`src/rtl/sram_arb_pkg.sv`:
```
// sram_arb_pkg: shared constants, requester indices and lock-state encoding
// for the sram_4096x8 image-buffer arbiter.
//   ADDR_W / DATA_W : SRAM address and data widths
//   REQ_IMG/DEC/ENG : requester slot indices (image writer, decoder, conv engine)
//   lock_state_t    : ST_IDLE (round-robin) / ST_OWNED (locked burst)
package sram_arb_pkg;
    localparam int ADDR_W  = 12;
    localparam int DATA_W  = 8;
    localparam int REQ_IMG = 0;
    localparam int REQ_DEC = 1;
    localparam int REQ_ENG = 2;
    typedef enum logic {
        ST_IDLE  = 1'b0,
        ST_OWNED = 1'b1
    } lock_state_t;
endpackage

```
`src/rtl/sram_share_arbiter_if.sv`:
```
// sram_share_arbiter_if: requester-side bus of the SRAM arbiter.
//   req/we/lock : per-requester request, write flag and lock request
//   addr/wdata  : packed per-requester address and write data (slot k at k*W)
//   gnt         : one-hot access accepted this cycle
//   rvalid      : one-hot read data valid for requester k
//   rdata       : shared read data
// master = requesters, slave = arbiter.
interface sram_share_arbiter_if #(
    parameter int N_REQ  = 3,
    parameter int ADDR_W = sram_arb_pkg::ADDR_W,
    parameter int DATA_W = sram_arb_pkg::DATA_W
);
    logic [N_REQ-1:0]        req;
    logic [N_REQ-1:0]        we;
    logic [N_REQ-1:0]        lock;
    logic [N_REQ*ADDR_W-1:0] addr;
    logic [N_REQ*DATA_W-1:0] wdata;
    logic [N_REQ-1:0]        gnt;
    logic [N_REQ-1:0]        rvalid;
    logic [DATA_W-1:0]       rdata;
    modport master (output req, we, lock, addr, wdata, input gnt, rvalid, rdata);
    modport slave  (input req, we, lock, addr, wdata, output gnt, rvalid, rdata);
endinterface

```
`src/rtl/sram_rr_picker.sv`:
```
// sram_rr_picker: combinational round-robin pick.
//   req : request vector
//   ptr : highest-priority index this cycle
//   gnt : one-hot winner (zero when no request)
//   idx : winner index (don't-care when no request)
module sram_rr_picker #(
    parameter int N_REQ = 3,
    parameter int IDX_W = 2
) (
    input  logic [N_REQ-1:0] req,
    input  logic [IDX_W-1:0] ptr,
    output logic [N_REQ-1:0] gnt,
    output logic [IDX_W-1:0] idx
);
    logic [2*N_REQ-1:0] rot;
    logic [IDX_W-1:0]   off;
    logic [IDX_W:0]     sum;
    // Rotate so ptr lands at bit 0; the lowest set bit is the distance to the winner.
    always_comb begin
        rot = {req, req} >> ptr;
        off = '0;
        for (int i = N_REQ - 1; i >= 0; i--)
            if (rot[i]) off = IDX_W'(i);
        sum = {1'b0, ptr} + {1'b0, off};
        idx = sum >= (IDX_W+1)'(N_REQ) ? IDX_W'(sum - (IDX_W+1)'(N_REQ)) : IDX_W'(sum);
        gnt = (|req) ? N_REQ'(1) << idx : '0;
    end
endmodule

```
`src/rtl/sram_share_arbiter.sv`:
```
// sram_share_arbiter: round-robin SRAM arbiter with bounded locked bursts.
//   i_clk, i_rst_n  : clock, asynchronous active-low reset
//   bus (slave)     : requester bus (req/we/lock/addr/wdata in, gnt/rvalid/rdata out)
//   o_sram_*        : single-port SRAM pins (active-low cen/wen)
//   i_sram_q        : SRAM read data, returned unregistered on bus.rdata
//   o_busy          : a requester currently owns the lock
module sram_share_arbiter
    import sram_arb_pkg::*;
#(
    parameter int N_REQ    = 3,
    parameter int ADDR_W   = sram_arb_pkg::ADDR_W,
    parameter int DATA_W   = sram_arb_pkg::DATA_W,
    parameter int MAX_LOCK = 64
) (
    input  logic                 i_clk,
    input  logic                 i_rst_n,
    sram_share_arbiter_if.slave  bus,
    output logic                 o_sram_cen,
    output logic                 o_sram_wen,
    output logic [ADDR_W-1:0]    o_sram_addr,
    output logic [DATA_W-1:0]    o_sram_d,
    input  logic [DATA_W-1:0]    i_sram_q,
    output logic                 o_busy
);
    localparam int IDX_W = N_REQ > 1 ? $clog2(N_REQ) : 1;

    lock_state_t      state, state_nxt;
    logic [IDX_W-1:0] rr_ptr, rr_ptr_nxt, owner, owner_nxt, pick_idx, gidx;
    logic [7:0]       lock_cnt, lock_cnt_nxt;
    logic [N_REQ-1:0] pick_gnt, gnt, rvalid_q;
    logic             granted, g_we, g_lock;

    function automatic logic [IDX_W-1:0] next_idx(input logic [IDX_W-1:0] k);
        return (k == IDX_W'(N_REQ - 1)) ? '0 : k + IDX_W'(1);
    endfunction

    sram_rr_picker #(.N_REQ(N_REQ), .IDX_W(IDX_W)) u_picker (
        .req (bus.req),
        .ptr (rr_ptr),
        .gnt (pick_gnt),
        .idx (pick_idx)
    );

    always_ff @(posedge i_clk or negedge i_rst_n) begin
        if (!i_rst_n) begin
            state    <= ST_IDLE;
            owner    <= '0;
            lock_cnt <= '0;
            rr_ptr   <= IDX_W'(REQ_IMG);
            rvalid_q <= '0;
        end else begin
            state    <= state_nxt;
            owner    <= owner_nxt;
            lock_cnt <= lock_cnt_nxt;
            rr_ptr   <= rr_ptr_nxt;
            rvalid_q <= gnt & ~bus.we;
        end
    end

    // lock_cnt counts held cycles including the current one once incremented;
    // reaching MAX_LOCK releases after this cycle's grant.
    always_comb begin
        state_nxt    = state;
        owner_nxt    = owner;
        lock_cnt_nxt = lock_cnt;
        rr_ptr_nxt   = rr_ptr;
        if (state == ST_IDLE) begin
            if (granted && g_lock) begin
                state_nxt    = ST_OWNED;
                owner_nxt    = pick_idx;
                lock_cnt_nxt = 8'd1;
            end else if (granted) begin
                rr_ptr_nxt = next_idx(pick_idx);
            end
        end else begin
            lock_cnt_nxt = lock_cnt == 8'hff ? lock_cnt : lock_cnt + 8'd1;
            if (!bus.lock[owner] || lock_cnt_nxt >= 8'(MAX_LOCK)) begin
                state_nxt    = ST_IDLE;
                owner_nxt    = '0;
                lock_cnt_nxt = '0;
                rr_ptr_nxt   = next_idx(owner);
            end
        end
    end

    // While owned, only the owner may be granted; everyone else stalls.
    always_comb begin
        gidx        = state == ST_OWNED ? owner : pick_idx;
        gnt         = state == ST_OWNED ? (bus.req[owner] ? N_REQ'(1) << owner : '0) : pick_gnt;
        granted     = |gnt;
        g_we        = bus.we[gidx];
        g_lock      = bus.lock[gidx];
        o_sram_cen  = ~granted;
        o_sram_wen  = ~(granted & g_we);
        o_sram_addr = granted ? bus.addr[gidx*ADDR_W +: ADDR_W] : '0;
        o_sram_d    = granted ? bus.wdata[gidx*DATA_W +: DATA_W] : '0;
        o_busy      = state == ST_OWNED;
    end

    assign bus.gnt    = gnt;
    assign bus.rvalid = rvalid_q;
    assign bus.rdata  = i_sram_q;
endmodule

```
`src/flat_wrapper.sv`:
```
// flat-port wrapper written by rule: the top's interface ports become plain ports
module sram_share_arbiter_flat import sram_arb_pkg::*;
#(
    parameter int N_REQ    = 3,
    parameter int ADDR_W   = sram_arb_pkg::ADDR_W,
    parameter int DATA_W   = sram_arb_pkg::DATA_W,
    parameter int MAX_LOCK = 64
)
  (i_clk, i_rst_n, o_sram_cen, o_sram_wen, o_sram_addr, o_sram_d, i_sram_q, o_busy, bus_req, bus_we, bus_lock, bus_addr, bus_wdata, bus_gnt, bus_rvalid, bus_rdata);
  sram_share_arbiter_if #(.N_REQ(N_REQ), .ADDR_W(ADDR_W), .DATA_W(DATA_W)) bus_i ();
  input  logic i_clk;
  input  logic i_rst_n;
  output logic o_sram_cen;
  output logic o_sram_wen;
  output logic [ADDR_W-1:0] o_sram_addr;
  output logic [DATA_W-1:0] o_sram_d;
  input  logic [DATA_W-1:0] i_sram_q;
  output logic o_busy;
  input wire logic [$bits(bus_i.req)-1:0] bus_req;
  input wire logic [$bits(bus_i.we)-1:0] bus_we;
  input wire logic [$bits(bus_i.lock)-1:0] bus_lock;
  input wire logic [$bits(bus_i.addr)-1:0] bus_addr;
  input wire logic [$bits(bus_i.wdata)-1:0] bus_wdata;
  output wire logic [$bits(bus_i.gnt)-1:0] bus_gnt;
  output wire logic [$bits(bus_i.rvalid)-1:0] bus_rvalid;
  output wire logic [$bits(bus_i.rdata)-1:0] bus_rdata;
  assign bus_i.req = bus_req;
  assign bus_i.we = bus_we;
  assign bus_i.lock = bus_lock;
  assign bus_i.addr = bus_addr;
  assign bus_i.wdata = bus_wdata;
  assign bus_gnt = bus_i.gnt;
  assign bus_rvalid = bus_i.rvalid;
  assign bus_rdata = bus_i.rdata;
  sram_share_arbiter #(.N_REQ(N_REQ), .ADDR_W(ADDR_W), .DATA_W(DATA_W), .MAX_LOCK(MAX_LOCK)) u_core (.i_clk(i_clk), .i_rst_n(i_rst_n), .bus(bus_i), .o_sram_cen(o_sram_cen), .o_sram_wen(o_sram_wen), .o_sram_addr(o_sram_addr), .o_sram_d(o_sram_d), .i_sram_q(i_sram_q), .o_busy(o_busy));
endmodule
```
`config.mk`:
```
export PLATFORM = sky130hd
export DESIGN_NAME = sram_share_arbiter_flat
export DESIGN_NICKNAME = d
export VERILOG_FILES = /design/src/rtl/sram_arb_pkg.sv /design/src/rtl/sram_share_arbiter_if.sv /design/src/rtl/sram_rr_picker.sv /design/src/rtl/sram_share_arbiter.sv /design/src/flat_wrapper.sv
export SDC_FILE = /design/constraint.sdc
export NUM_CORES = 1
export LEC_CHECK = 0
export BUFFER_PORTS_ARGS = -buffer_cell sky130_fd_sc_hd__buf_4
export CAP_MARGIN = 20
export CELL_PAD_IN_SITES_DETAIL_PLACEMENT = 1
export CELL_PAD_IN_SITES_GLOBAL_PLACEMENT = 2
export CORE_MARGIN = 2
export CORE_UTILIZATION = 21
export DETAILED_ROUTE_END_ITERATION = 7
export PLACE_DENSITY = 0.92
export SYNTH_ARGS = -nofsm -noshare
export SYNTH_HDL_FRONTEND = slang
export SYNTH_SLANG_ARGS = --single-unit
```
`constraint.sdc`:
```
create_clock -name i_clk -period 4.75 [get_ports i_clk]
set_clock_uncertainty 0.2 [all_clocks]
set_input_delay 0.2375 -clock i_clk [delete_from_list [all_inputs] [get_ports i_clk]]
set_output_delay 0.2375 -clock i_clk [all_outputs]
set_load 0.005 [all_outputs]
```
==> results of run 1 <==
-- per-layer routing --
metal / track usage (%) / vias to the layer above
met2: 26.5 / 79
li1: - / 1034
met1: 18.1 / 996
met3: 2.82 / 6
met4: 3.05 / 0
met5: 0 / -
-- cell families after synthesis --
kind of cell / Yosys count
simple gates: 99
compound gates: 69
buf+inv: 34
mux: 23
flops: 16
fa+ha+maj: 4
-- per-stage QoR --
| step | utilization (%) | setup WS [ns] |
|---|---|---|
| global route | 32.2 | 0.0802 |
| finish | 32.2 | 0.431 |
| global placement | 31.0 | 0.680 |
| floorplan | - | 1.21 |
| CTS | 32.2 | 0.263 |
| detailed placement | 31.0 | 0.545 |
-- critical path, stage by stage (launching register included) --
cell and delay (ns):
dfrtp_1 0.49, nand2_1 0.11, nor2_1 0.10, a311oi_1 0.06
a21oi_1 0.13, ha_1 0.16, inv_1 0.05, fa_1 0.55
inv_1 0.06, ha_1 0.23, nor3b_1 0.27, o211a_2 0.47
buf_4 0.33, mux2i_1 0.22, nor2_1 0.05, a21oi_1 0.15
nor2_1 0.06, buf_4 0.14
-- synth_stat cells (3+ instances only) --
cell / count
nor3_1: 4
mux2i_1: 23
inv_1: 10
o211a_1: 4
buf_4: 9
dfrtp_1: 16
clkbuf_1: 8
ha_1: 3
nand2_1: 13
buf_2: 6
nor2_1: 53
o21ai_0: 10
nand2b_1: 6
a31oi_1: 3
nor2b_1: 3
a21oi_1: 31
-- layout make-up --
class / instances / area [um^2]
fillers: 1046 / 5600
multi-input cells: 195 / 1220
repair buffers: 107 / 813
flip-flops and latches: 16 / 400
well taps: 105 / 131
clock buffers: 4 / 55.1
inverters: 10 / 37.5
-- how the worst max path moves through the flow --
stage                                            start                             end  slack, ns  depth (start not counted)
after floorplan                             bus_req[2]  u_core.lock_cnt[1]$_DFFE_PN0P_       1.21                         17
after global placement    u_core.rr_ptr[0]$_DFFE_PN0P_                     o_sram_d[4]       0.68                         16
after detailed placement  u_core.rr_ptr[0]$_DFFE_PN0P_                  o_sram_addr[2]       0.54                         17
after CTS                 u_core.rr_ptr[0]$_DFFE_PN0P_                  o_sram_addr[2]       0.26                         17
after global routing      u_core.rr_ptr[0]$_DFFE_PN0P_                     o_sram_d[0]       0.08                         16
final                     u_core.rr_ptr[0]$_DFFE_PN0P_                  o_sram_addr[2]       0.43                         17
-- flip-flops by register name (all words and copies together), names as in the netlist --
name / count
u_core.lock_cnt: 8
u_core.bus.rvalid: 3
u_core.owner: 2
u_core.rr_ptr: 2
u_core.o_busy: 1
-- timing repair --
action | 4_1_cts | 5_1_grt
hold buffers | 4 | 0
hold endpoints to repair | 19 | 0
setup endpoints to repair | 0 | 11
gates resized for setup | 0 | 1
==> impl_metrics.py, run 1 <==
metrics = {
    "floorplan": {
        "coreArea_mm2": 0.00826,
        "start_util_pct": 21.7,
        "fp.dieH_um": 96.3,
        "die_area_mm2": 0.00928,
        "rows": 33,
        "io_pins": 116,
        "die_w_um": 96.3,
    },
    "worst_setup_path": {
        "r2r.worst_path.cells": 16,
        "cp.required_ns": 4.31,
        "cp-end-kind": "primary output",
        "path_class": "register to primary output",
        "regToRegStartpoint": "u_core.rr_ptr[0]$_DFFE_PN0P_",
        "cp-start-kind": "register",
        "r2r_slack_ns": 0.81,
        "worstPathMaxFanout": 14,
        "cp_data_arrival_time_ns": 3.88,
        "r2r_end": "u_core.rr_ptr[0]$_DFFE_PN0P_",
    },
    "route": {
        "drcViolationCount": 0,
        "maxUsedRoutingLayer": "met4",
        "vias": 2115,
        "routed_wl_um": 6670,
        "vias_per_cell": 4.84,
        "dr.first_iter.drc_count": 44,
        "dr_wl_met3_um": 454,
        "detail-route-antenna-nets": 0,
        "firstDrtPassIters": 4,
        "wl_per_cell_um": 15.3,
        "wl_met2_um": 3320,
        "wl_met1_um": 2850,
    },
    "synthesis": {
        "syn_inst": 245,
        "synth_area_mm2": 0.00179,
        "synth-simple-area-share_pct": 26.3,
        "async_reset_ff_share_pct": 100,
        "synthMuxAreaShare_pct": 12.9,
        "avgSynthCellArea_um2": 7.31,
        "synth.net_count": 328,
        "synth_edf_count": 0,
        "synthXorXnorAreaFrac_pct": 0,
        "yosysUniqueCellTypes": 49,
        "synth_top_area_cell": "dfrtp_1",
        "synth_area_leaders": "dfrtp_1 (22%), mux2i_1 (13%), nor2_1 (11%)",
        "synth_top_family_by_area": "simple AND/OR/NAND/NOR gates",
        "yosysSeqAreaShare_pct": 22.4,
        "ys.flop_type": "dfrtp_1",
        "synth_fa_ha_area_share_pct": 3.21,
        "ys_ff_latch": 16,
        "yosysWarnings": 0,
        "synth-compound-area-share_pct": 25.4,
        "synth_top_area_share_pct": 22.4,
    },
    "cells_and_area": {
        "layout.cells.non_filler": 437,
        "mostFrequentLayoutCell": "buf_4",
        "layout_common_cells": "buf_4 (103), nor2_1 (52), a21oi_1 (31)",
        "fin_nets": 416,
        "drive_above_1_share_pct": 34.9,
        "diodes": 0,
        "final_area_mm2": 0.00266,
        "area_growth_pct": 48.5,
    },
    "clocking": {
        "cts_tree": "done",
        "clk-insertion-delay-late_ns": 0.25,
        "clk_pin_slew_ns": 0.06,
        "cts-buffers-inserted": 3,
        "clock-sinks": 16,
        "clock_path_buffers": 2,
        "postCtsSetupBuffers": 0,
        "cts_root_buffer": "clkbuf_8",
        "cts_max_level": 1,
    },
    "timing": {
        "final.setup.tns_ns": 0,
        "drv_slew": 0,
        "finalSetupViolCount": 0,
        "rsz0062_at_grt": "no",
        "slew-limit-headroom_pct": 69.2,
        "hold_viol_final": 0,
        "fin_crit_sh_pct": 90.9,
        "clock.fmax_mhz": 232,
        "hold_ws_ns": 0.181,
        "period_needed_ns": 4.32,
        "worstMarginPinSlew_ns": 0.461,
    },
    "global_routing": {
        "grt_max_degree": 28,
        "antenna_found_initial": 0,
        "grt_pass1_vias": 2194,
        "track_usage_pct": 14.7,
        "overflow": 0,
        "grt_pass1_wl_um": 10800,
    },
    "run": {
        "max_cap_violations": 0,
    },
    "placement": {
        "gp_congestion": 0.827,
        "io_buffers": 99,
        "dpl_cell_area_mm2": 0.00256,
        "post-place-cells": 429,
        "dp_hpwl_um": 5380,
    },
    "status": {
        "status": "finished clean",
    },
    "hold_path": {
        "hp-class": "input pin to asynchronous set/reset pin",
    },
}
Power of run 1 is not shown: default switching activity piles up to over one toggle a cycle in this logic, so the estimate is an artifact.
==> run 2: changes to the inputs <==
CORE_UTILIZATION = 19   (was 21)
PLACE_DENSITY = 0.88   (was 0.92)
clock period = 3.7 ns   (was 4.75 ns; I/O delays follow)
==> impl_metrics.py, run 2 (synthesized netlist as in run 1, its figures left out) <==
metrics = {
    "floorplan": {
        "fp.dieH_um": 101,
        "io_pins": 116,
        "die_area_mm2": 0.0102,
        "die_w_um": 101,
        "start_util_pct": 19.5,
        "rows": 35,
        "coreArea_mm2": 0.00920,
    },
    "placement": {
        "io_buffers": 99,
        "post-place-cells": 440,
        "dp_slack_ns": -0.0710,
        "gp_congestion": 0.818,
        "dp_hpwl_um": 5250,
    },
    "cells_and_area": {
        "largest_reg_flops": 8,
        "layout.cells.non_filler": 458,
        "area_growth_pct": 66.8,
        "diodes": 0,
        "layout_common_cells": "buf_4 (110), nor2_1 (50), mux2i_1 (23)",
        "multi_input_area_mm2": 0.00136,
        "drive_above_1_share_pct": 46.7,
        "fin_nets": 432,
        "top_register": "u_core.lock_cnt",
        "mostFrequentLayoutCell": "buf_4",
        "regArea_um2": 402,
        "fin_util_pct": 32.5,
        "n_fill_cell": 1119,
    },
    "clocking": {
        "clock-sinks": 16,
        "clk_pin_slew_ns": 0.06,
        "cts_tree": "done",
        "clock_path_buffers": 2,
        "cts_root_buffer": "clkbuf_8",
        "cts-buffers-inserted": 3,
        "cts_max_level": 1,
        "clk-insertion-delay-late_ns": 0.25,
    },
    "global_routing": {
        "track_usage_pct": 13.5,
        "antenna_found_initial": 0,
        "grt_pass1_wl_um": 11200,
        "grt_max_degree": 28,
        "grt_pass1_vias": 2271,
        "overflow": 0,
    },
    "route": {
        "wl_met2_um": 3500,
        "routed_wl_um": 7170,
        "drcViolationCount": 0,
        "vias": 2213,
        "dr.first_iter.drc_count": 101,
        "dr_wl_met3_um": 581,
        "detail-route-antenna-nets": 0,
        "wl_met1_um": 3010,
        "wl_per_cell_um": 15.7,
        "vias_per_cell": 4.83,
        "maxUsedRoutingLayer": "met4",
        "firstDrtPassIters": 4,
    },
    "timing": {
        "slew-limit-headroom_pct": 69.8,
        "worst_slack_ns": -0.0810,
        "drv_slew": 0,
        "final.setup.tns_ns": -1.03,
        "hold_viol_final": 0,
        "finalSetupViolCount": 21,
        "rsz0062_at_grt": "yes",
        "fin_crit_sh_pct": 102,
        "period_needed_ns": 3.78,
        "clock.fmax_mhz": 264,
        "worstMarginPinSlew_ns": 0.450,
    },
    "run": {
        "max_cap_violations": 0,
    },
    "worst_setup_path": {
        "worstPathMaxFanout": 8,
        "cp-end-kind": "primary output",
        "max_stage_delay_ns": 0.56,
        "cp-start-kind": "register",
        "crit_path_top_delay_cell": "fa_1",
        "cp_data_arrival_time_ns": 3.40,
        "path_cells": "nand2_2 -> buf_6 -> o21ai_2 -> a32oi_1 -> nor2_1 -> a21oi_2 -> fa_1 -> inv_2 -> ha_4 -> nand4b_1 -> o211a_1 -> nor3_4 -> buf_6 -> a21oi_2 -> nor2_1 -> buf_4",
        "path_class": "register to primary output",
        "cp.required_ns": 3.31,
    },
    "status": {
        "violations": "negative setup slack",
        "status": "finished with violations",
    },
    "hold_path": {
        "hp-class": "input pin to asynchronous set/reset pin",
    },
}
==> run 2: cell types whose count changed in the layout (fill, tap and decap cells not counted), sizes merged <==
| cell | before | now |
|---|---|---|
| buf | 103 | 118 |
==> run 2: final cells by class <==
class | count | area share (%)
well taps | 111 | 4.65
multi-input cells | 195 | 45.5
inverters | 10 | 1.26
flip-flops and latches | 16 | 13.4
clock buffers | 3 | 1.38
repair buffers | 123 | 33.7
==> run 2: stage by stage <==
stage / cell area, um^2 / hold WS [ns]
2_1_floorplan: 1790 / -0.311
3_3_place_gp: 2650 / -0.145
3_5_place_dp: 2650 / -0.145
4_1_cts: 2840 / 0.141
5_1_grt: 2990 / 0.149
6_report: 2990 / 0.133
==> run 2: worst paths after layout <==
path,start,to,slack [ns],depth (start not counted)
setup / recovery,u_core.rr_ptr[0]$_DFFE_PN0P_,o_sram_addr[3],-0.08,16
min in group i_clk,bus_req[1],u_core.bus.rvalid[1]$_DFF_PN0_,0.16,3
max in group asynchronous,i_rst_n,u_core.rr_ptr[0]$_DFFE_PN0P_,2.97,2
hold / removal,i_rst_n,u_core.o_busy$_DFF_PN0_,0.13,2
setup reg to reg,u_core.rr_ptr[0]$_DFFE_PN0P_,u_core.lock_cnt[4]$_DFFE_PN0P_,0.08,15
hold reg to reg,u_core.lock_cnt[7]$_DFFE_PN0P_,u_core.lock_cnt[7]$_DFFE_PN0P_,0.34,1
==> run 2: what timing repair did <==
item / in CTS / in global routing
hold endpoints to repair: 19 / 0
gates cloned: 2 / 2
resized for setup: 21 / 25
setup endpoints to repair: 32 / 34
buffers inserted: 4 / 3
hold buffers: 4 / 0
pin swaps: 15 / 24
==> run 2: critical path, delay by kind of cell, from the launching register on <==
| family | cells | cell delay, ns |
|---|---|---|
| adders and majority gates | 2 | 0.73 |
| buffers and inverters | 4 | 0.50 |
| DFF | 1 | 0.43 |
| AOI/OAI and AO/OA | 5 | 0.54 |
| and+or+nand+nor | 5 | 0.94 |
==> run 2: routing by layer <==
| layer | global-route usage [%] | vias up |
|---|---|---|
| met5 | 0 | - |
| met4 | 2.91 | 0 |
| met3 | 3.33 | 6 |
| met2 | 23.2 | 94 |
| met1 | 17.0 | 1045 |
| li1 | - | 1068 |
Power of run 2 is left out for the same reason.
